[src/rtl/mips_pkg.sv]
// Shared definitions for the multicycle MIPS datapath.
// Holds the operation-class encodings driven by control and decoded by the
// decode and mem/write-back stages, plus the mem_wb_stage state encoding.
package mips_pkg;

  // Operation class carried alongside the ALU result.
  typedef enum logic [1:0] {
    OP_ALU = 2'b00,  // plain ALU write-back
    OP_LW  = 2'b01,  // load word
    OP_SW  = 2'b10,  // store word
    OP_LBU = 2'b11   // load byte, zero-extended
  } op_e;

  // mem_wb_stage sequencing states.
  typedef enum logic [1:0] {
    ST_IDLE = 2'b00,
    ST_REQ  = 2'b01,
    ST_WB   = 2'b10,
    ST_FIN  = 2'b11
  } mem_wb_state_e;

  // Loads are the only operations whose write-back data comes from memory.
  function automatic logic is_load(input op_e op);
    return (op == OP_LW) || (op == OP_LBU);
  endfunction

endpackage : mips_pkg

[src/rtl/byte_lane_extract.sv]
// Selects one byte lane of a 32-bit word and zero-extends it.
// Ports:
//   word_i  - 32-bit source word
//   lane_i  - byte lane (0 = bits [7:0], 3 = bits [31:24])
//   byte_o  - selected byte, zero-extended to 32 bits
module byte_lane_extract (
  input  logic [31:0] word_i,
  input  logic [1:0]  lane_i,
  output logic [31:0] byte_o
);

  always_comb begin
    // NOTE: every output of a combinational block gets a default first so no
    // path through the block can leave it unassigned and infer a latch.
    byte_o = '0;
    case (lane_i)
      2'd0:    byte_o[7:0] = word_i[7:0];
      2'd1:    byte_o[7:0] = word_i[15:8];
      2'd2:    byte_o[7:0] = word_i[23:16];
      default: byte_o[7:0] = word_i[31:24];
    endcase
  end

endmodule : byte_lane_extract

[src/rtl/mem_wb_stage.sv]
// Memory-access and write-back stage of the multicycle MIPS datapath.
// Latches the operation on an accepted Start, runs one req/ack transaction
// against word-addressed data memory (or skips it for ALU ops and misaligned
// word accesses), then drives the register-file write controls.
// Ports:
//   Clk, Rst_n               - clock, synchronous active-low reset
//   Start, Op, ALU_out, RF_B - request from control / execute side
//   Mem_Req, Mem_We, Mem_Addr, Mem_WData, Mem_RData, Mem_Ack - memory port
//   RF_WrEn, RF_WrData_sel, MEM_out - register-file write port controls
//   Busy, Done, Err          - status to control
module mem_wb_stage
  import mips_pkg::*;
#(
  parameter int ADDR_W  = 10,
  parameter int TIMEOUT = 15
) (
  input  logic              Clk,
  input  logic              Rst_n,
  input  logic              Start,
  input  logic [1:0]        Op,
  input  logic [31:0]       ALU_out,
  input  logic [31:0]       RF_B,
  output logic              Mem_Req,
  output logic              Mem_We,
  output logic [ADDR_W-1:0] Mem_Addr,
  output logic [31:0]       Mem_WData,
  input  logic [31:0]       Mem_RData,
  input  logic              Mem_Ack,
  output logic              RF_WrEn,
  output logic              RF_WrData_sel,
  output logic [31:0]       MEM_out,
  output logic              Busy,
  output logic              Done,
  output logic              Err
);

  localparam logic [7:0] TIMEOUT_C = 8'(TIMEOUT);

  mem_wb_state_e     state_q, state_d;
  op_e               op_q, op_d;
  logic [ADDR_W+1:0] addr_q, addr_d;     // byte address, memory range only
  logic [31:0]       wdata_q, wdata_d;
  logic [7:0]        cnt_q, cnt_d;       // REQ cycles spent so far
  logic [31:0]       mem_out_q, mem_out_d;
  logic              sel_q, sel_d;
  logic              err_q, err_d;
  logic [31:0]       byte_val;

  // Address bits above the data-memory range are intentionally not decoded.
  logic unused_addr_bits;
  assign unused_addr_bits = ^ALU_out[31:ADDR_W+2];

  byte_lane_extract u_byte_lane (
    .word_i (Mem_RData),
    .lane_i (addr_q[1:0]),
    .byte_o (byte_val)
  );

  always_comb begin
    state_d   = state_q;
    op_d      = op_q;
    addr_d    = addr_q;
    wdata_d   = wdata_q;
    cnt_d     = cnt_q;
    mem_out_d = mem_out_q;
    sel_d     = sel_q;
    err_d     = err_q;

    case (state_q)
      ST_IDLE: begin
        if (Start) begin
          op_d    = op_e'(Op);
          addr_d  = ALU_out[ADDR_W+1:0];
          wdata_d = RF_B;
          cnt_d   = '0;
          err_d   = 1'b0;
          case (op_e'(Op))
            OP_ALU: begin
              state_d = ST_WB;
              sel_d   = 1'b0;
            end
            OP_LW, OP_SW: begin
              // Word accesses must be aligned; byte loads never are checked.
              if (ALU_out[1:0] != 2'b00) begin
                state_d = ST_FIN;
                err_d   = 1'b1;
              end else begin
                state_d = ST_REQ;
              end
            end
            default: state_d = ST_REQ;
          endcase
        end
      end

      ST_REQ: begin
        cnt_d = cnt_q + 8'd1;
        // An ack on the final allowed cycle still counts as success.
        if (Mem_Ack) begin
          if (op_q == OP_SW) begin
            state_d = ST_FIN;
          end else begin
            mem_out_d = (op_q == OP_LBU) ? byte_val : Mem_RData;
            sel_d     = is_load(op_q);
            state_d   = ST_WB;
          end
        end else if (cnt_d == TIMEOUT_C) begin
          state_d = ST_FIN;
          err_d   = 1'b1;
        end
      end

      ST_WB:   state_d = ST_IDLE;
      default: state_d = ST_IDLE;
    endcase
  end

  always_ff @(posedge Clk) begin
    // NOTE: sequential state uses non-blocking assignments so every register
    // samples pre-edge values regardless of statement order.
    if (!Rst_n) begin
      state_q   <= ST_IDLE;
      op_q      <= OP_ALU;
      addr_q    <= '0;
      wdata_q   <= '0;
      cnt_q     <= '0;
      mem_out_q <= '0;
      sel_q     <= 1'b0;
      err_q     <= 1'b0;
    end else begin
      state_q   <= state_d;
      op_q      <= op_d;
      addr_q    <= addr_d;
      wdata_q   <= wdata_d;
      cnt_q     <= cnt_d;
      mem_out_q <= mem_out_d;
      sel_q     <= sel_d;
      err_q     <= err_d;
    end
  end

  // Moore outputs: memory port fields are zero outside REQ.
  assign Mem_Req       = (state_q == ST_REQ);
  assign Mem_We        = Mem_Req && (op_q == OP_SW);
  assign Mem_Addr      = Mem_Req ? addr_q[ADDR_W+1:2] : '0;
  assign Mem_WData     = Mem_Req ? wdata_q : '0;
  assign RF_WrEn       = (state_q == ST_WB);
  assign RF_WrData_sel = sel_q;
  assign MEM_out       = mem_out_q;
  assign Busy          = (state_q != ST_IDLE);
  assign Done          = (state_q == ST_WB) || (state_q == ST_FIN);
  assign Err           = err_q;

endmodule : mem_wb_stage
[config.mk]
export PLATFORM = sky130hd
export DESIGN_NAME = mem_wb_stage
export DESIGN_NICKNAME = d
export VERILOG_FILES = /design/src/rtl/mips_pkg.sv /design/src/rtl/byte_lane_extract.sv /design/src/rtl/mem_wb_stage.sv
export SDC_FILE = /design/constraint.sdc
export NUM_CORES = 1
export LEC_CHECK = 0
export CAP_MARGIN = 20
export CORE_ASPECT_RATIO = 0.75
export CORE_MARGIN = 1
export CORE_UTILIZATION = 45
export DETAILED_ROUTE_END_ITERATION = 8
export PLACE_DENSITY_LB_ADDON = 0.12
export SYNTH_ARGS = -nofsm -noshare
export SYNTH_HDL_FRONTEND = slang
export SYNTH_SLANG_ARGS = --single-unit
[constraint.sdc]
create_clock -name Clk -period 3.5 [get_ports Clk]
set_clock_uncertainty 0.2 [all_clocks]
set_input_delay 1.05 -clock Clk [delete_from_list [all_inputs] [get_ports Clk]]
set_output_delay 1.05 -clock Clk [all_outputs]
set_load 0.1 [all_outputs]
# Word-level counts from Yosys, hierarchy flattened
# Index checks and enable logic that the tools add are counted.
[totals]
reg_bits = 90
out_inout_bits = 81
in_bits = 102
elab_cells = 68
[classes]
n_mux = 24
bitwise_logic = 1
eq_ne = 18
reduce_logical = 16
add_sub_neg = 1
[op_table]
columns = ["op", "n"]
rows = [
  ["32-bit 2-to-1 mux", 2],
  ["8-bit case mux with 3 select lines", 1],
  ["8-bit case mux with 2 select lines", 1],
  ["2-bit == test, second input constant", 6],
  ["1-bit 2-to-1 mux", 10],
  ["10-bit 2-to-1 mux", 1],
  ["8-bit by 1-bit adder with 8-bit output, second input constant", 1],
  ["2-bit by 1-bit == test with 1-bit output, second input constant", 4],
  ["8-bit by 4-bit == test with 1-bit output, second input constant", 1],
  ["2-bit 2-to-1 mux", 4],
  ["8-bit 2-to-1 mux", 1],
  ["2-bit case mux with 2 select lines", 2],
  ["2-bit zero test", 3],
  ["2-bit by 1-bit != test with 1-bit output, second input constant", 3],
  ["2-bit != test, second input constant", 3],
  ["2-bit AND reduction", 3],
  ["2-bit nonzero test", 3],
  ["5-bit AND reduction", 1],
  ["1-bit case mux with 2 select lines", 2],
  ["4-bit AND reduction", 1],
  ["3-bit by 1-bit != test with 1-bit output, second input constant", 1],
  ["3-bit AND reduction", 1],
  ["1-bit logical OR", 2],
  ["2-bit OR reduction", 1],
  ["other kinds (2)", 2],
]

# Logic depth before layout (Yosys ltp)
# Gate-level depths: netlist of run 1.
[depth]
word_depth = 5
mapped_depth = 8
ltp_nobuf = 7

# Modules after synthesis
# A second synthesis of run 1 with hierarchy kept.
[hier_totals]
hier_cells = 569
area_unflattened_um2 = 4695.8
[by_module_without_submodules]
columns = ["module", "area_per_inst_um2", "seq_area_each_um2", "cells_each", "n_inst"]
rows = [
  ["mem_wb_stage", 4315.4, 1801.7, 534, 1],
  ["byte_lane_extract", 380.4, 0.0, 35, 1],
]

# Worst setup path before layout of run 1
# OpenSTA, ideal clock, no wires.
[synth_path]
kind = "flip-flop to output port"
startpoint = "reg state_q[0]"
endpoint = "out Mem_WData[22]"
arrival_ns = 2.830
path_buffers = 4
required_ns = 2.250
path_slack_ns = -0.580
path_stages_with_launch = 8
path_cell_list = "dfxtp_1 > buf_2 > nand2b_1 > buf_2 > inv_2 > clkbuf_1 > clkbuf_1 > and2_1"
[synth_via]
elab_chain_cells = 2
[synth_lines]
columns = ["element", "line_no", "rtl"]
rows = [
  ["start, declared", "mem_wb_stage.sv:39", "mem_wb_state_e state_q, state_d;"],
  ["start signal, assigned", "mem_wb_stage.sv:131", "state_q <= state_d;"],
  ["2-bit by 1-bit == test with 1-bit output", "mem_wb_stage.sv:143", "assign Mem_Req = (state_q == ST_REQ);"],
  ["via Mem_Req", "mem_wb_stage.sv:23", "output logic Mem_Req,"],
  ["32-bit 2-to-1 mux", "mem_wb_stage.sv:146", "assign Mem_WData = Mem_Req ? wdata_q : '0;"],
  ["end, declared", "mem_wb_stage.sv:26", "output logic [31:0] Mem_WData,"],
]
# The timed path passes the listed nets, and every way through them passes these cells.

# Worst setup path in the final report of run 1
[layout_path]
startpoint = "reg state_q[0]"
endpoint = "out Mem_WData[11]"
[layout_via]
elab_chain_cells = 2
[layout_lines]
columns = ["element", "line_no"]
rows = [
  ["2-bit by 1-bit == test with 1-bit output", "mem_wb_stage.sv:143"],
  ["32-bit 2-to-1 mux", "mem_wb_stage.sv:146"],
]
# No other way between the ends.

==> results.txt, run 1 <==
----------------------------------------------------
[Yosys]
  Most common library cells after synthesis ... 105 x sky130_fd_sc_hd__nand2_1, 90 x sky130_fd_sc_hd__dfxtp_1, 55 x sky130_fd_sc_hd__a21oi_1
  Average instance area after synthesis ... around 7.9 um2
  Asr flop ratio synth ... 0%
  Post-synthesis cell area ... ~4000 um2
  Main synth FF type ... sky130_fd_sc_hd__dfxtp_1
  Post-synthesis cell type with the largest combined area ... sky130_fd_sc_hd__dfxtp_1
  Cells after Synth ... about 500
  Synthesized Nets ... between 600 and 700
  Sequential cell area fraction in the yosys report ... 45.5%
  Top cells by area in the synthesized netlist ... sky130_fd_sc_hd__dfxtp_1 45%, sky130_fd_sc_hd__nand2_1 9.9%, sky130_fd_sc_hd__a21oi_1 6.9%
  Yosys reg bits ... 90
  Number of enable-type register cells in the synthesized netlist ... 0
  Top-area cell type share of the netlist area ... a little under half
  Number of distinct library cell variants in the gate-level netlist after synthesis ... slightly above 40
  Most repeated cell in the gate-level netlist after synthesis ... sky130_fd_sc_hd__nand2_1
  Total of warnings raised by yosys ... 0

[Detailed routing]
  DR vias/cell ... 5.28
  Detailed Route Iter0 Violations ... 217
  Via count ... 3980
  Residual antenna-violating net count after detailed routing ... 0
  DRC violation count after routing ... 0
  Final Routed Wirelength ... around 11000 um
  Routed length per placed instance ... 14.9 um
  Count of TritonRoute iterations in the first routing pass ... 4

[CTS]
  CTS tree ... done
  Number of CTS-inserted buffers ... 9
  Post-CTS repair timing setup buffer count ... 0
  Clock tree root buffer cell ... sky130_fd_sc_hd__clkbuf_16
  CTS Hold Buffers Added ... 0
  Number of buffers on the longest clock path ... 2
  Clock Sinks ... 90
  Number of levels in the clock H-tree ... 3
  Clock latency on the worst-skew pair ... between 0.3 and 0.4 ns
  Clock-pin slew on the worst setup and hold paths ... around 0.06 ns
  Post-cts repair resize count ... 0

[Final layout]
  Design area ... ~6300 um2
  Share of layout cells above drive strength 1 ... between 10% and 20%
  Filler Cell Count ... 625
  Inserted Diodes ... 0
  Post-route non-filler standard cell count ... ~750
  Area Overhead vs Synth ... 58.0%
  Net total in the final layout ... 747

[Die]
  Die ar. ... 9190 um2
  Core Area ... about 8500 um2
  Chip width ... approximately 110 um
  Number of standard-cell rows in the floorplan ... 29
  Number of I/O pins ... about 180
  Die Height ... ~83 um
  Initial core utilization ... 46.7%

[Timing]
  Final worst path period share ... between 90 and 100%
  Fmax achieved ... a little over 0.3 GHz
  Number of max-slew violations in the final report ... 0
  Slew HR ... between 50% and 60%
  Setup repair after global routing missed its margin ... false
  Final setup TNS ... 0 ns
  Setup-violating endpoint count in the final report ... 0
  Period minus WS final ... between 3 and 4 ns
  Final number of hold-violating endpoints ... 0
  Slew of the pin with the lowest slew margin ... 0.702 ns

[Global routing]
  Antenna violations before repair ... 0
  Maximum number of pins on one net before global-route repair ... 48
  Total congestion overflow after global routing ... 0
  Combined global-route utilization of all metal layers ... about a quarter
  Wire length of the first global-routing pass ... 17800 um
  Via count of the first global-routing pass ... 3615

[Power]
  Overall Power ... roughly 2700 uW
  Pwr Density ... between 400 and 500 nW/um2
  Worst voltage drop across the vdd grid ... 0.000288 V
  Leak pwr ... 0.00245 uW

[Outcome]
  Result of the run ... complete, no violations

[Placed design]
  Cell area after placement ... roughly 6000 um2
  Number of instances in the placed design ... 738
  Count of port buffers added during placement ... between 150 and 200
  Placer's final routability congestion estimate ... about 0.9
  Detailed Place HPWL ... approximately 8100 um

[Setup path]
  Type of element capturing the critical path ... primary output
  Worst path required time ... around 2.3 ns
  Path type of the worst setup path ... flip-flop to primary output
  Startpoint kind of the worst setup timing path ... flip-flop
  Largest fanout of any net on the critical path ... 47
  Data arrival time of the worst path ... about 2 ns

[Min path]
  Class of the tightest hold or removal check ... flip-flop to flip-flop

[Flow run]
  Total of max-cap violations ... 0

----------------------------------------------------
-- cells in the final DEF (no fill, tap or decap), drive strengths merged, types with 3 or more instances in the layout --
master         Yosys  layout
mux2               6       6
clkdlybuf4s50      0      81
o21ai             10      10
a22oi             31      31
inv                7       8
nor2b              3       3
a211oi             6       6
a311oi             3       3
ha                 4       4
clkbuf            22      11
nor2              56      56
a21oi             55      55
dfxtp             90      90
and2              43      43
nand3              5       5
nand2            105     105
buf               17      89
nand2b             4       4
nor3              10      10
a31oi              5       5
-- stage by stage --
step / utilization (%) / hold slack (ns) / setup slack (ns)
floorplan: - / 0.232 / 0.111
global placement: 70.5 / 0.237 / 0.674
detailed placement: 70.5 / 0.242 / 0.630
CTS: 73.8 / 0.251 / 0.264
global route: 73.8 / 0.269 / 0.119
finish: 73.8 / 0.250 / 0.270
-- per-layer routing --
layer	routed length [um]	vias to the layer above	track usage, %
li1	-	1966	-
met1	4860	1851	31.9
met2	5380	154	40.8
met3	876	9	6.83
met4	106	0	5.86
met5	0	-	0
-- flip-flops by register name, indices dropped and copies added, names as in the netlist --
name and count:
MEM_out 32, wdata_q 32, addr_q 12, cnt_q 8
op_q 2, state_q 2, Err 1, RF_WrData_sel 1
-- kinds of logic after synthesis --
logic type | after synthesis | share of synthesized area [%]
buffers and inverters | 46 | 4.96
AO/OA/AOI/OAI | 116 | 18.0
flip-flops | 90 | 45.5
adder cells (fa/ha/maj) | 4 | 1.26
XOR/XNOR | 2 | 0.442
AND/OR/NAND/NOR | 233 | 27.0
multiplexers | 8 | 2.84
-- cell type report --
type | count | area (um2) | share of cell area (%)
clock inverter | 5 | 37.5 | 0.599
tap | 108 | 135 | 2.16
timing repair buffer | 170 | 2040 | 32.6
sequential | 90 | 1800 | 28.8
multi-input combinational | 363 | 1980 | 31.6
clock buffer | 11 | 243 | 3.88
inverter | 7 | 26.3 | 0.419
-- path summary, 6_finish.rpt --
| check | slack (ns) | cells past startpoint | from | endpoint |
|---|---|---|---|---|
| max | 0.27 | 4 | state_q[0] | Mem_WData[11] |
| min | 0.25 | 2 | wdata_q[30] | wdata_q[30] |
| max reg2reg | 1.30 | 6 | cnt_q[0] | state_q[1] |
| min reg2reg | 0.25 | 2 | wdata_q[30] | wdata_q[30] |
-- report_power, final --
group	switching [uW]	total (uW)	internal [uW]
registers	39.6	1120	1080
clock network	392	895	503
logic	411	641	230
-- critical path, stage by stage (launching register included) --
cell	delay [ns]
sky130_fd_sc_hd__dfxtp_1	0.49
sky130_fd_sc_hd__nand2b_1	0.13
sky130_fd_sc_hd__inv_2	0.52
sky130_fd_sc_hd__and2_1	0.30
sky130_fd_sc_hd__buf_12	0.19
(Power assumes the default switching activity.)
==> inputs of run 2 (changes only) <==
- SKIP_LAST_GASP: not set -> 1
==> results of run 2 <==
No change in the layout: final DEF, timing and power equal those of run 1.
==> inputs of run 3 (changes only) <==
- CORE_UTILIZATION: 45 -> 37
- SETUP_SLACK_MARGIN: not set -> 0.3
- clock period: 3.5 -> 2.7 ns (I/O delays scaled with it)
==> run 3 against run 2 <==
  * Die area rose by 21%
  * Wire length grew 4.8%
  * Setup slack got worse by 0.010 ns
  * Total power is 37% higher
  * Combinational power is 41% higher
  * Critical path type unchanged
  * Highest routed layer unchanged
==> results.txt, run 3 (same netlist as run 1, synthesis figures left out) <==
----------------------------------------------------
[Outcome]
  Result of the run ... complete, no violations (unchanged)

[Setup path]
  Data arrival time of the worst path ... 1.43 ns (was 1.98 ns)
  Timing startpoint of the critical path ... state_q[1] (was state_q[0])
  Largest fanout of any net on the critical path ... 9 (was 47)
  Launch point of the worst reg-to-reg path ... cnt_q[0] (unchanged)
  Worst path required time ... 1.69 ns (was 2.25 ns)
  Critical path destination ... Mem_Addr[6] (was Mem_WData[11])
  Startpoint kind of the worst setup timing path ... flip-flop (unchanged)
  Critical R2R Capture ... state_q[1] (unchanged)
  R2r worst-path depth ... 6 (unchanged)
  Type of element capturing the critical path ... primary output (unchanged)
  Path type of the worst setup path ... flip-flop to primary output (unchanged)
  FF-to-FF setup slack ... 0.58 ns (was 1.30 ns)

[CTS]
  Clock tree root buffer cell ... sky130_fd_sc_hd__clkbuf_16 (unchanged)
  CTS Hold Buffers Added ... 0 (unchanged)
  Clock Sinks ... 90 (unchanged)
  Clock latency on the worst-skew pair ... 0.33 ns (was 0.34 ns)
  Clock-pin slew on the worst setup and hold paths ... 0.06 ns (about the same)
  Number of CTS-inserted buffers ... 9 (unchanged)
  Number of levels in the clock H-tree ... 3 (unchanged)
  Number of buffers on the longest clock path ... 2 (unchanged)
  CTS tree ... done (unchanged)

[Timing]
  Fmax achieved ... between 0.4 and 0.5 GHz
  Worst slack on hold paths ... 0.249 ns (was 0.250 ns)
  Number of max-slew violations in the final report ... 0 (unchanged)
  Final worst setup slack ... 0.260 ns (was 0.270 ns)
  Final worst path period share ... 90.4%
  Final number of hold-violating endpoints ... 0 (unchanged)
  Setup-violating endpoint count in the final report ... 0 (unchanged)
  Period minus WS final ... between 2 and 2.5 ns
  Slew of the pin with the lowest slew margin ... 0.510 ns (was 0.702 ns)
  Setup repair after global routing missed its margin ... true (was false)
  Slew HR ... 65.9% (was 53.1%)
  Final setup TNS ... 0 ns (unchanged)

[Detailed routing]
  Routed met2 length ... 5480 um (was 5380 um)
  Metal1 wirelength ... 5230 um (was 4860 um)
  DRC violation count after routing ... 0 (unchanged)
  Met3 wire length ... 921 um (was 876 um)
  Detailed Route Iter0 Violations ... 294 (was 217)
  Routed length per placed instance ... 14.9 um (about the same)
  DR vias/cell ... 4.98 (was 5.28)
  Residual antenna-violating net count after detailed routing ... 0 (unchanged)
  Count of TritonRoute iterations in the first routing pass ... 5 (was 4)
  Final Routed Wirelength ... 11800 um (was 11200 um)
  Highest metal layer used by the detailed router ... met4 (unchanged)
  Via count ... 3937 (was 3980)

[Final layout]
  Area Overhead vs Synth ... 66.9% (was 58.0%)
  Commonest non-fill, non-tap cells in the layout ... 105 x sky130_fd_sc_hd__nand2_1, 88 x sky130_fd_sc_hd__dfxtp_1, 81 x sky130_fd_sc_hd__clkdlybuf4s50_1 (was 105 x sky130_fd_sc_hd__nand2_1, 90 x sky130_fd_sc_hd__dfxtp_1, 81 x sky130_fd_sc_hd__clkdlybuf4s50_1)
  Net total in the final layout ... 756 (was 747)
  Final core area utilization ... 64.0% (was 73.8%)
  Most frequent standard cell in the layout excluding fill and tap cells ... sky130_fd_sc_hd__nand2_1 (unchanged)
  Share of layout cells above drive strength 1 ... 26.6% (was 19.7%)
  Filler Cell Count ... 856 (was 625)
  Inserted Diodes ... 0 (unchanged)

[Placed design]
  Detailed Place HPWL ... 8320 um (was 8100 um)
  DP Worst Slack ... 0.146 ns (was 0.630 ns)
  Placer's final routability congestion estimate ... 0.779 (was 0.904)
  Count of port buffers added during placement ... 162 (unchanged)

[Min path]
  Class of the tightest hold or removal check ... flip-flop to flip-flop (unchanged)

[Power]
  Pwr Density ... 549 nW/um2 (was 424 nW/um2)
  Leak pwr ... 0.00259 uW (was 0.00245 uW)
  Worst voltage drop across the vdd grid ... 0.000347 V (was 0.000288 V)

[Global routing]
  Via count of the first global-routing pass ... 3729 (was 3615)
  Maximum number of pins on one net before global-route repair ... 37 (was 48)
  Total congestion overflow after global routing ... 0 (unchanged)
  Antenna violations before repair ... 0 (unchanged)
  Wire length of the first global-routing pass ... 19100 um (was 17800 um)
  Combined global-route utilization of all metal layers ... 22.1% (was 24.8%)

[Die]
  Initial core utilization ... 38.4% (was 46.7%)
  Core Area ... 10300 um2 (was 8490 um2)
  Number of standard-cell rows in the floorplan ... 32 (was 29)
  Number of I/O pins ... 183 (unchanged)
  Die Height ... 91.6 um (was 83.3 um)
  Die ar. ... 11100 um2 (was 9190 um2)
  Chip width ... 122 um (was 110 um)

[Flow run]
  Total of max-cap violations ... 0 (unchanged)

----------------------------------------------------
run 3: changes by cell type in the layout (fill, tap and decap cells not counted), moves of 2 or more:
cell,before,now
sky130_fd_sc_hd__buf_16,0,2
sky130_fd_sc_hd__and2_1,33,0
sky130_fd_sc_hd__dfxtp_1,90,88
sky130_fd_sc_hd__buf_12,45,50
sky130_fd_sc_hd__and2_2,10,12
sky130_fd_sc_hd__dfxtp_4,0,2
sky130_fd_sc_hd__and2_4,0,31
run 3: report_power, final:
| group | internal (uW) | leakage, uW | switching (uW) |
|---|---|---|---|
| logic | 350 | 0.00171 | 556 |
| registers | 1400 | 0.000736 | 51.1 |
| clock network | 766 | 0.000145 | 505 |
run 3: what timing repair did:
| action | CTS | global route |
|---|---|---|
| endpoints found under the setup margin | 44 | 43 |
| setup buffers | 2 | 1 |
| gates cloned | 2 | 0 |
| pin swaps | 4 | 0 |
| resized for setup | 18 | 0 |
run 3: final cells by class:
cell class / instances / area (um2) / area share [%]
Multi-Input combinational cell: 363 / 2080 / 31.4
Inverter: 7 / 33.8 / 0.511
Clock inverter: 4 / 50.0 / 0.757
Timing Repair Buffer: 179 / 2220 / 33.6
Tap cell: 136 / 170 / 2.57
Clock buffer: 12 / 256 / 3.88
Sequential cell: 90 / 1810 / 27.4
run 3: worst min path at each step:
stage | depth (start not counted) | startpoint | to | slack, ns
6_report | 2 | wdata_q[8] | wdata_q[8] | 0.25
5_1_grt | 2 | wdata_q[12] | wdata_q[12] | 0.28
4_1_cts | 2 | wdata_q[8] | wdata_q[8] | 0.25
3_5_place_dp | 2 | wdata_q[8] | wdata_q[8] | 0.24
3_3_place_gp | 2 | addr_q[9] | addr_q[9] | 0.24
2_1_floorplan | 2 | addr_q[10] | addr_q[10] | 0.23
run 3: worst max-delay path: stages (launching register included):
cell,delay (ns)
sky130_fd_sc_hd__dfxtp_4,0.35
sky130_fd_sc_hd__nand2b_4,0.16
sky130_fd_sc_hd__inv_8,0.10
sky130_fd_sc_hd__buf_12,0.13
sky130_fd_sc_hd__and2_2,0.17
sky130_fd_sc_hd__buf_12,0.17
run 3: metrics by stage:
step | std cells | instance area [um2] | power, uW
2_1_floorplan | 499 | 4090 | 2030
3_3_place_gp | 770 | 6190 | 2340
3_5_place_dp | 770 | 6190 | 2360
4_1_cts | 790 | 6610 | 3660
5_1_grt | 791 | 6620 | 3790
6_report | 791 | 6620 | 3630
run 3: metal layers:
metal  vias up  GRT usage, %
met3        11          7.71
met1      1828          28.6
met4         0          6.89
met2       110          34.3
met5         -             0
li1       1988             -
